`src/rtl/xor_arbiter_puf_pkg.sv`:
```
// xor_arbiter_puf_pkg: shared FSM encoding, sizing helper and parameter legality check
package xor_arbiter_puf_pkg;

    typedef enum logic [1:0] {
        IDLE    = 2'd0,
        LAUNCH  = 2'd1,
        RELEASE = 2'd2,
        DONE    = 2'd3
    } state_t;

    // Bits needed to hold values 0..v-1
    function automatic int clog2(input int v);
        int r;
        r = 0;
        while ((1 << r) < v) r++;
        return r;
    endfunction

    // Odd vote count so a majority always exists; settle must cover the 2-cycle synchroniser
    function automatic bit params_ok(input int chains, input int reps, input int settle);
        return (chains >= 1) && (reps >= 1) && (reps % 2 == 1) && (settle >= 3);
    endfunction

endpackage

```
`src/rtl/arbiter_puf.sv`:
```
// arbiter_puf: switch-box delay chain racing one pulse down two paths into an arbiter flop
module arbiter_puf #(
    parameter int    C_LENGTH   = 64,
    parameter string C_DFF_TYPE = "PRIMITIVE"
) (
    input  logic                ipulse,
    input  logic [C_LENGTH-1:0] ichallenge,
    output logic                oresponse
);

    logic arm_a;
    logic arm_b;

    // Each challenge bit either passes both paths straight through or crosses them
    for (genvar i = 0; i < C_LENGTH; i++) begin : g_stage
        logic a_in;
        logic b_in;
        logic a;
        logic b;
        if (i == 0) begin : g_first
            assign a_in = ipulse;
            assign b_in = ipulse;
        end else begin : g_next
            assign a_in = g_stage[i-1].a;
            assign b_in = g_stage[i-1].b;
        end
        assign a = ichallenge[i] ? a_in : b_in;
        assign b = ichallenge[i] ? b_in : a_in;
    end

    assign arm_a = g_stage[C_LENGTH-1].a;
    assign arm_b = g_stage[C_LENGTH-1].b;

    if (C_DFF_TYPE == "PRIMITIVE") begin : g_prim
        // Arbiter: path A edge samples path B; 1 means B won the race
        always_ff @(posedge arm_a) oresponse <= arm_b;
    end else begin : g_swap
        // Arbiter with roles swapped: path B edge samples path A, inverted to keep polarity
        always_ff @(posedge arm_b) oresponse <= ~arm_a;
    end

endmodule

```
`src/rtl/puf_sync_vote.sv`:
```
// puf_sync_vote: per-chain 2-FF synchroniser, ones counter and majority/unanimity decode
module puf_sync_vote
    import xor_arbiter_puf_pkg::*;
#(
    parameter int C_REPS = 5
) (
    input  logic iclk,
    input  logic irst,
    input  logic iresp,
    input  logic iclear,
    input  logic isample,
    output logic omajority,
    output logic ounstable
);

    localparam int OW = clog2(C_REPS + 1);

    logic [1:0]    sync;
    logic [OW-1:0] ones;

    // Resynchronise the arbiter output and count how many evaluations returned 1
    always_ff @(posedge iclk or posedge irst) begin
        if (irst) begin
            sync <= '0;
            ones <= '0;
        end else begin
            sync <= {sync[0], iresp};
            ones <= iclear ? '0 : isample ? ones + OW'(sync[1]) : ones;
        end
    end

    assign omajority = ones > OW'(C_REPS / 2);
    assign ounstable = (ones != '0) && (ones != OW'(C_REPS));

endmodule

```
`src/rtl/xor_arbiter_puf.sv`:
```
// xor_arbiter_puf: measurement controller driving C_CHAINS arbiter PUFs with majority vote and XOR combine
module xor_arbiter_puf
    import xor_arbiter_puf_pkg::*;
#(
    parameter int    C_LENGTH   = 64,
    parameter int    C_CHAINS   = 4,
    parameter int    C_REPS     = 5,
    parameter int    C_SETTLE   = 16,
    parameter string C_DFF_TYPE = "PRIMITIVE"
) (
    input  logic                iclk,
    input  logic                irst,
    input  logic [C_LENGTH-1:0] ichallenge,
    input  logic                ivalid,
    output logic                oready,
    output logic                oresponse,
    output logic [C_CHAINS-1:0] oraw,
    output logic [C_CHAINS-1:0] ounstable,
    output logic                ovalid,
    input  logic                iready
);

    localparam int SW = clog2(C_SETTLE);
    localparam int RW = clog2(C_REPS + 1);

    if (!params_ok(C_CHAINS, C_REPS, C_SETTLE)) begin : g_bad_params
        $fatal(1, "xor_arbiter_puf: need C_CHAINS>=1, odd C_REPS>=1, C_SETTLE>=3");
    end

    state_t              state;
    logic                pulse;
    logic [C_LENGTH-1:0] chal;
    logic [SW-1:0]       cnt;
    logic [RW-1:0]       rep;
    logic [C_CHAINS-1:0] chain_resp;
    logic [C_CHAINS-1:0] maj;
    logic [C_CHAINS-1:0] unstable;
    logic                last;
    logic                clear;
    logic                sample;

    assign last   = cnt == SW'(C_SETTLE - 1);
    assign oready = (state == IDLE) && !irst;
    assign clear  = (state == IDLE) && ivalid;
    assign sample = (state == LAUNCH) && last;

    for (genvar i = 0; i < C_CHAINS; i++) begin : g_chain
        arbiter_puf #(
            .C_LENGTH  (C_LENGTH),
            .C_DFF_TYPE(C_DFF_TYPE)
        ) u_puf (
            .ipulse    (pulse),
            .ichallenge(chal),
            .oresponse (chain_resp[i])
        );
        puf_sync_vote #(
            .C_REPS(C_REPS)
        ) u_vote (
            .iclk     (iclk),
            .irst     (irst),
            .iresp    (chain_resp[i]),
            .iclear   (clear),
            .isample  (sample),
            .omajority(maj[i]),
            .ounstable(unstable[i])
        );
    end

    // Measurement sequencer: pulse high/low phases per rep, then hold the voted result until taken
    always_ff @(posedge iclk or posedge irst) begin
        if (irst) begin
            state     <= IDLE;
            pulse     <= 1'b0;
            chal      <= '0;
            cnt       <= '0;
            rep       <= '0;
            oresponse <= 1'b0;
            oraw      <= '0;
            ounstable <= '0;
            ovalid    <= 1'b0;
        end else begin
            case (state)
                IDLE: begin
                    if (ivalid) begin
                        chal  <= ichallenge;
                        rep   <= '0;
                        cnt   <= '0;
                        pulse <= 1'b1;
                        state <= LAUNCH;
                    end
                end
                LAUNCH: begin
                    cnt <= last ? '0 : cnt + 1'b1;
                    if (last) begin
                        pulse <= 1'b0;
                        state <= RELEASE;
                    end
                end
                RELEASE: begin
                    cnt <= last ? '0 : cnt + 1'b1;
                    if (last && rep != RW'(C_REPS - 1)) begin
                        rep   <= rep + 1'b1;
                        pulse <= 1'b1;
                        state <= LAUNCH;
                    end else if (last) begin
                        oraw      <= maj;
                        ounstable <= unstable;
                        oresponse <= ^maj;
                        ovalid    <= 1'b1;
                        state     <= DONE;
                    end
                end
                DONE: begin
                    if (iready) begin
                        ovalid <= 1'b0;
                        state  <= IDLE;
                    end
                end
                default: state <= IDLE;
            endcase
        end
    end

endmodule

```
`config.mk`:
```
export PLATFORM = sky130hd
export DESIGN_NAME = xor_arbiter_puf
export DESIGN_NICKNAME = d
export VERILOG_FILES = /design/src/rtl/xor_arbiter_puf_pkg.sv /design/src/rtl/arbiter_puf.sv /design/src/rtl/puf_sync_vote.sv /design/src/rtl/xor_arbiter_puf.sv
export SDC_FILE = /design/constraint.sdc
export NUM_CORES = 1
export LEC_CHECK = 0
export ABC_AREA = 1
export ABC_CLOCK_PERIOD_IN_PS = 3200
export CORE_MARGIN = 2
export CORE_UTILIZATION = 55
export CTS_CLUSTER_DIAMETER = 60
export DETAILED_ROUTE_END_ITERATION = 16
export PLACE_DENSITY = 0.92
export RECOVER_POWER = 100
export SETUP_SLACK_MARGIN = 0.05
export SYNTH_ARGS = -nofsm -noshare
export SYNTH_HDL_FRONTEND = slang
export SYNTH_HIERARCHICAL = 1
export SYNTH_SLANG_ARGS = --single-unit
```
`constraint.sdc`:
```
create_clock -name iclk -period 3.2 [get_ports iclk]
set_input_delay 0.64 -clock iclk [delete_from_list [all_inputs] [get_ports iclk]]
set_output_delay 0.64 -clock iclk [all_outputs]
set_load 0.02 [all_outputs]
```
# Word level (Yosys, flattened, before mapping)
# Index checks and enable logic that the tools add are counted.
# word_totals
inputBits,68
output_inout_bits,11
word_cells,99
ff_bits,41
# classes
reduce_logical,27
n_addsub,6
n_eq_ne,16
bitwise,1
order_cmp,4
muxes,28
# ops
operator,count
$mux 3,10
$ne 3x3->1 const B,6
$reduce_bool 3->1,5
$add 3x1->3,4
$gt 3x2->1 const B,4
$ne 2x2->1 const B,6
$reduce_and 4->1,3
$mux 2,5
$logic_and 1x1->1,8
$mux 4,2
$pmux 2 s4,1
$pmux 4 s2,1
$reduce_bool 2->1,4
$mux 1,6
$pmux 3 s2,1
$reduce_and 3->1,2
$add 4x1->4 const B,1
$eq 2x2->1 const B,2
$eq 4x4->1 const B,1
$reduce_xor 4->1,1
$add 3x1->3 const B,1
$pmux 1 s3,1
$eq 2x1->1 const B,1
$logic_not 2->1,1
other kinds (5),5

# Logic depth before layout (Yosys ltp)
# depth
word_depth,4
depth_mapped,9

# Hierarchy
# Netlist, hierarchy kept.
# modules_own_cells
module,instances,cells_each,area_per_inst_um2
xor_arbiter_puf,1,413,3537.1
puf_sync_vote,4,26,242.7
arbiter_puf,4,1,20.0

==> load_flow_metrics.sql <==
INSERT INTO impl_metrics (metric_group, metric, value, unit) VALUES
('route', 'detail_route.wl_per_cell', '12.31', 'um'),
('clocking', 'ctsHoldBuffers', '0', ''),
('clocking', 'clk_pin_slew_worst_paths', '0.07', 'ns'),
('critical_path', 'crit_path_end_kind', 'output port', ''),
('sta', 'timing.slew.headroom', '0.4119', ''),
('global_route', 'number_of_antenna_violations_at_the_first_check_in_global_routing', '0', ''),
('critical_path', 'critical_path.cell_chain', 'dlygate4sd3_1 > nor2_1 > dlygate4sd3_1', ''),
('finish', 'finalNonFillerCells', '322', ''),
('critical_path', 'worst_ep_arrival_time', '2.13', 'ns'),
('die', 'fp.dieW', '67.13', 'um'),
('worst_hold_path', 'timing.hold.worst_path_depth', '0', ''),
('die', 'die_area', '0.004506', 'mm^2'),
('flow_run', 'maxCapViolCount', '0', ''),
('status', 'outcome', 'complete, no violations', ''),
('power', 'share_seq_of_total_power', '0.584', ''),
('clocking', 'clock_path_buffers', '2', ''),
('critical_path', 'cp_top_family', 'buffers and inverters', ''),
('critical_path', 'maximum_fanout_along_the_worst_path', '6', ''),
('route', 'drt_iter0_markers', '106', ''),
('synth', 'number_of_cells_produced_by_synthesis', '253', ''),
('critical_path', 'ff2ff_path_depth', '7', ''),
('finish', 'antenna_cells', '0', ''),
('route', 'route.vias.total', '1681', ''),
('critical_path', 'number_of_buffers_and_inverters_on_the_critical_path', '2', ''),
('finish', 'drive_gt1_frac', '0.06204', ''),
('power', 'power_density', '353.8', 'mW/mm^2'),
('power', 'internal-power', '684.3', 'uW'),
('finish', 'filler_instances', '325', ''),
('global_route', 'global_route.usage.total', '0.2037', ''),
('global_route', 'grt.overflow.total', '0', ''),
('sta', 'timing.final.crit_share', '0.8660', ''),
('critical_path', 'cp-start-kind', 'primary input', ''),
('power', 'total_leakage_power', '1.289', 'nW'),
('power', 'pwr-share-comb', '0.018', ''),
('critical_path', 'cpPeakStageDelay', '0.68', 'ns'),
('global_route', 'groute.layer.met2.usage', '0.3540', ''),
('power', 'ir_drop', '0.2274', 'mV'),
('power', 'power.clock.fraction', '0.398', ''),
('sta', 'final.setup_skew', '0.004907', 'ns'),
('finish', 'finish.net_count', '356', ''),
('sta', 'unrepaired_setup_endpoints_after_global_routing', 'no', ''),
('sta', 'unconstrained_endpoints', '8', ''),
('sta', 'finalMaxSlewViolations', '0', ''),
('place', 'place_congestion', '0.8374', ''),
('route', 'route.antenna.remaining_nets', '0', ''),
('finish', 'area.growth.synth_to_final', '11.53', '%'),
('synth', 'mappedNetlistNets', '336', ''),
('critical_path', 'worst-setup-path-type', 'in -> out', ''),
('global_route', 'grt_pass1_vias', '1573', ''),
('critical_path', 'worstSetupPathDepth', '3', ''),
('global_route', 'grt_pass1_wl', '6789', 'um'),
('power', 'total_switching_power', '180.7', 'uW'),
('clocking', 'cts.root.buffer_cell', 'sky130_fd_sc_hd__clkbuf_8', ''),
('sta', 'hold_violations', '0', ''),
('global_route', 'most_congested_layer_reported_by_global_routing', 'met2', ''),
('clocking', 'cts_repair_resize_count', '0', ''),
('critical_path', 'cpMaxStageDelayCell', 'sky130_fd_sc_hd__dlygate4sd3_1', ''),
('place', 'detailed_placement_wirelength_estimate', '2867', 'um'),
('critical_path', 'cp_common_cell', 'sky130_fd_sc_hd__dlygate4sd3_1', ''),
('worst_hold_path', 'worst_hold_path_type', 'reg -> reg', ''),
('sta', 'unclocked_pins', '4', ''),
('synth', 'cell_area_after_technology_mapping', '0.002192', 'mm^2'),
('global_route', 'grt_use_met1', '0.2410', ''),
('power', 'post-layout-total-power', '865.0', 'uW'),
('critical_path', 'reg_to_reg_setup_timing_slack', '0.68', 'ns'),
('clocking', 'maximum_level_of_the_cts_h_tree', '2', ''),
('sta', 'setup_violations', '0', ''),
('place', 'port_buffers', '14', ''),
('clocking', 'post-cts-setup-buffer-count', '0', ''),
('die', 'initial_utilization', '0.5856', ''),
('global_route', 'largest_net_degree_at_the_start_of_global_routing', '21', '');
==> final cells by class <==
class                           count  area [um^2]  share of cell area
Clock buffer                        8        90.09             0.03685
Inverter                           47        197.7             0.08086
Multi-Input combinational cell    160        872.1              0.3567
Sequential cell                    44         1081              0.4422
Tap cell                           48        60.06             0.02457
Timing Repair Buffer               15        143.9             0.05885
==> layout by cell type, fill, tap and decap left out, types with 6 or more instances in the layout <==
cell type and n:
sky130_fd_sc_hd__inv_1 41, sky130_fd_sc_hd__nand3_1 31, sky130_fd_sc_hd__o21ai_0 9, sky130_fd_sc_hd__clkbuf_8 6, sky130_fd_sc_hd__nand2_1 70, sky130_fd_sc_hd__ha_1 15, sky130_fd_sc_hd__dlygate4sd3_1 13, sky130_fd_sc_hd__nor2_1 9
sky130_fd_sc_hd__a21oi_1 6, sky130_fd_sc_hd__dfrtp_1 40
==> registers in the layout (all words and copies together) (netlist names) <==
signal / flops
g_chain.u_vote/sync: 8
cnt: 4
ovalid: 1
oraw: 4
pulse: 1
g_chain.u_puf/oresponse: 4
g_chain.u_vote/ones: 12
rep: 3
oresponse: 1
state: 2
ounstable: 4
==> final timing paths <==
check / start / endpoint
hold / removal: g_chain[1].u_vote/sync[0] / g_chain[1].u_vote/sync[1]
min in group asynchronous: irst / g_chain[3].u_vote/ones[2]
setup reg to reg: state[0] / ounstable[3]
max in group asynchronous: irst / oraw[1]
hold reg to reg: g_chain[1].u_vote/sync[0] / g_chain[1].u_vote/sync[1]
setup / recovery: irst / oready
==> power by group through the flow <==
stage | sequential [mW] | clock [mW] | combinational [mW]
2_1_floorplan | 0.515 | 0 | 0.00837
3_3_place_gp | 0.515 | 0 | 0.0162
3_5_place_dp | 0.515 | 0 | 0.0169
4_1_cts | 0.505 | 0.356 | 0.0168
5_1_grt | 0.505 | 0.370 | 0.0187
6_report | 0.505 | 0.344 | 0.0156
==> stage by stage <==
step           instance area (um^2)  utilization  setup WS (ns)  hold slack [ns]
6_report                       2445       0.6531         0.4288           0.3505
5_1_grt                        2445       0.6531         0.3772           0.3596
4_1_cts                        2480       0.6624         0.5740           0.3546
3_5_place_dp                   2390       0.6384         0.5795           0.3403
3_3_place_gp                   2390       0.6384         0.5862           0.3312
2_1_floorplan                  2192            -          1.404           0.3312
==> per-layer routing <==
metal / part of all wire / routed length [um] / vias up
li1: - / - / 835
met1: 0.45 / 1768 / 804
met2: 0.50 / 1986 / 38
met3: 0.040 / 160 / 4
met4: 0.012 / 47 / 0
met5: 0 / 0 / -
Power figures use the tool's default switching activity.
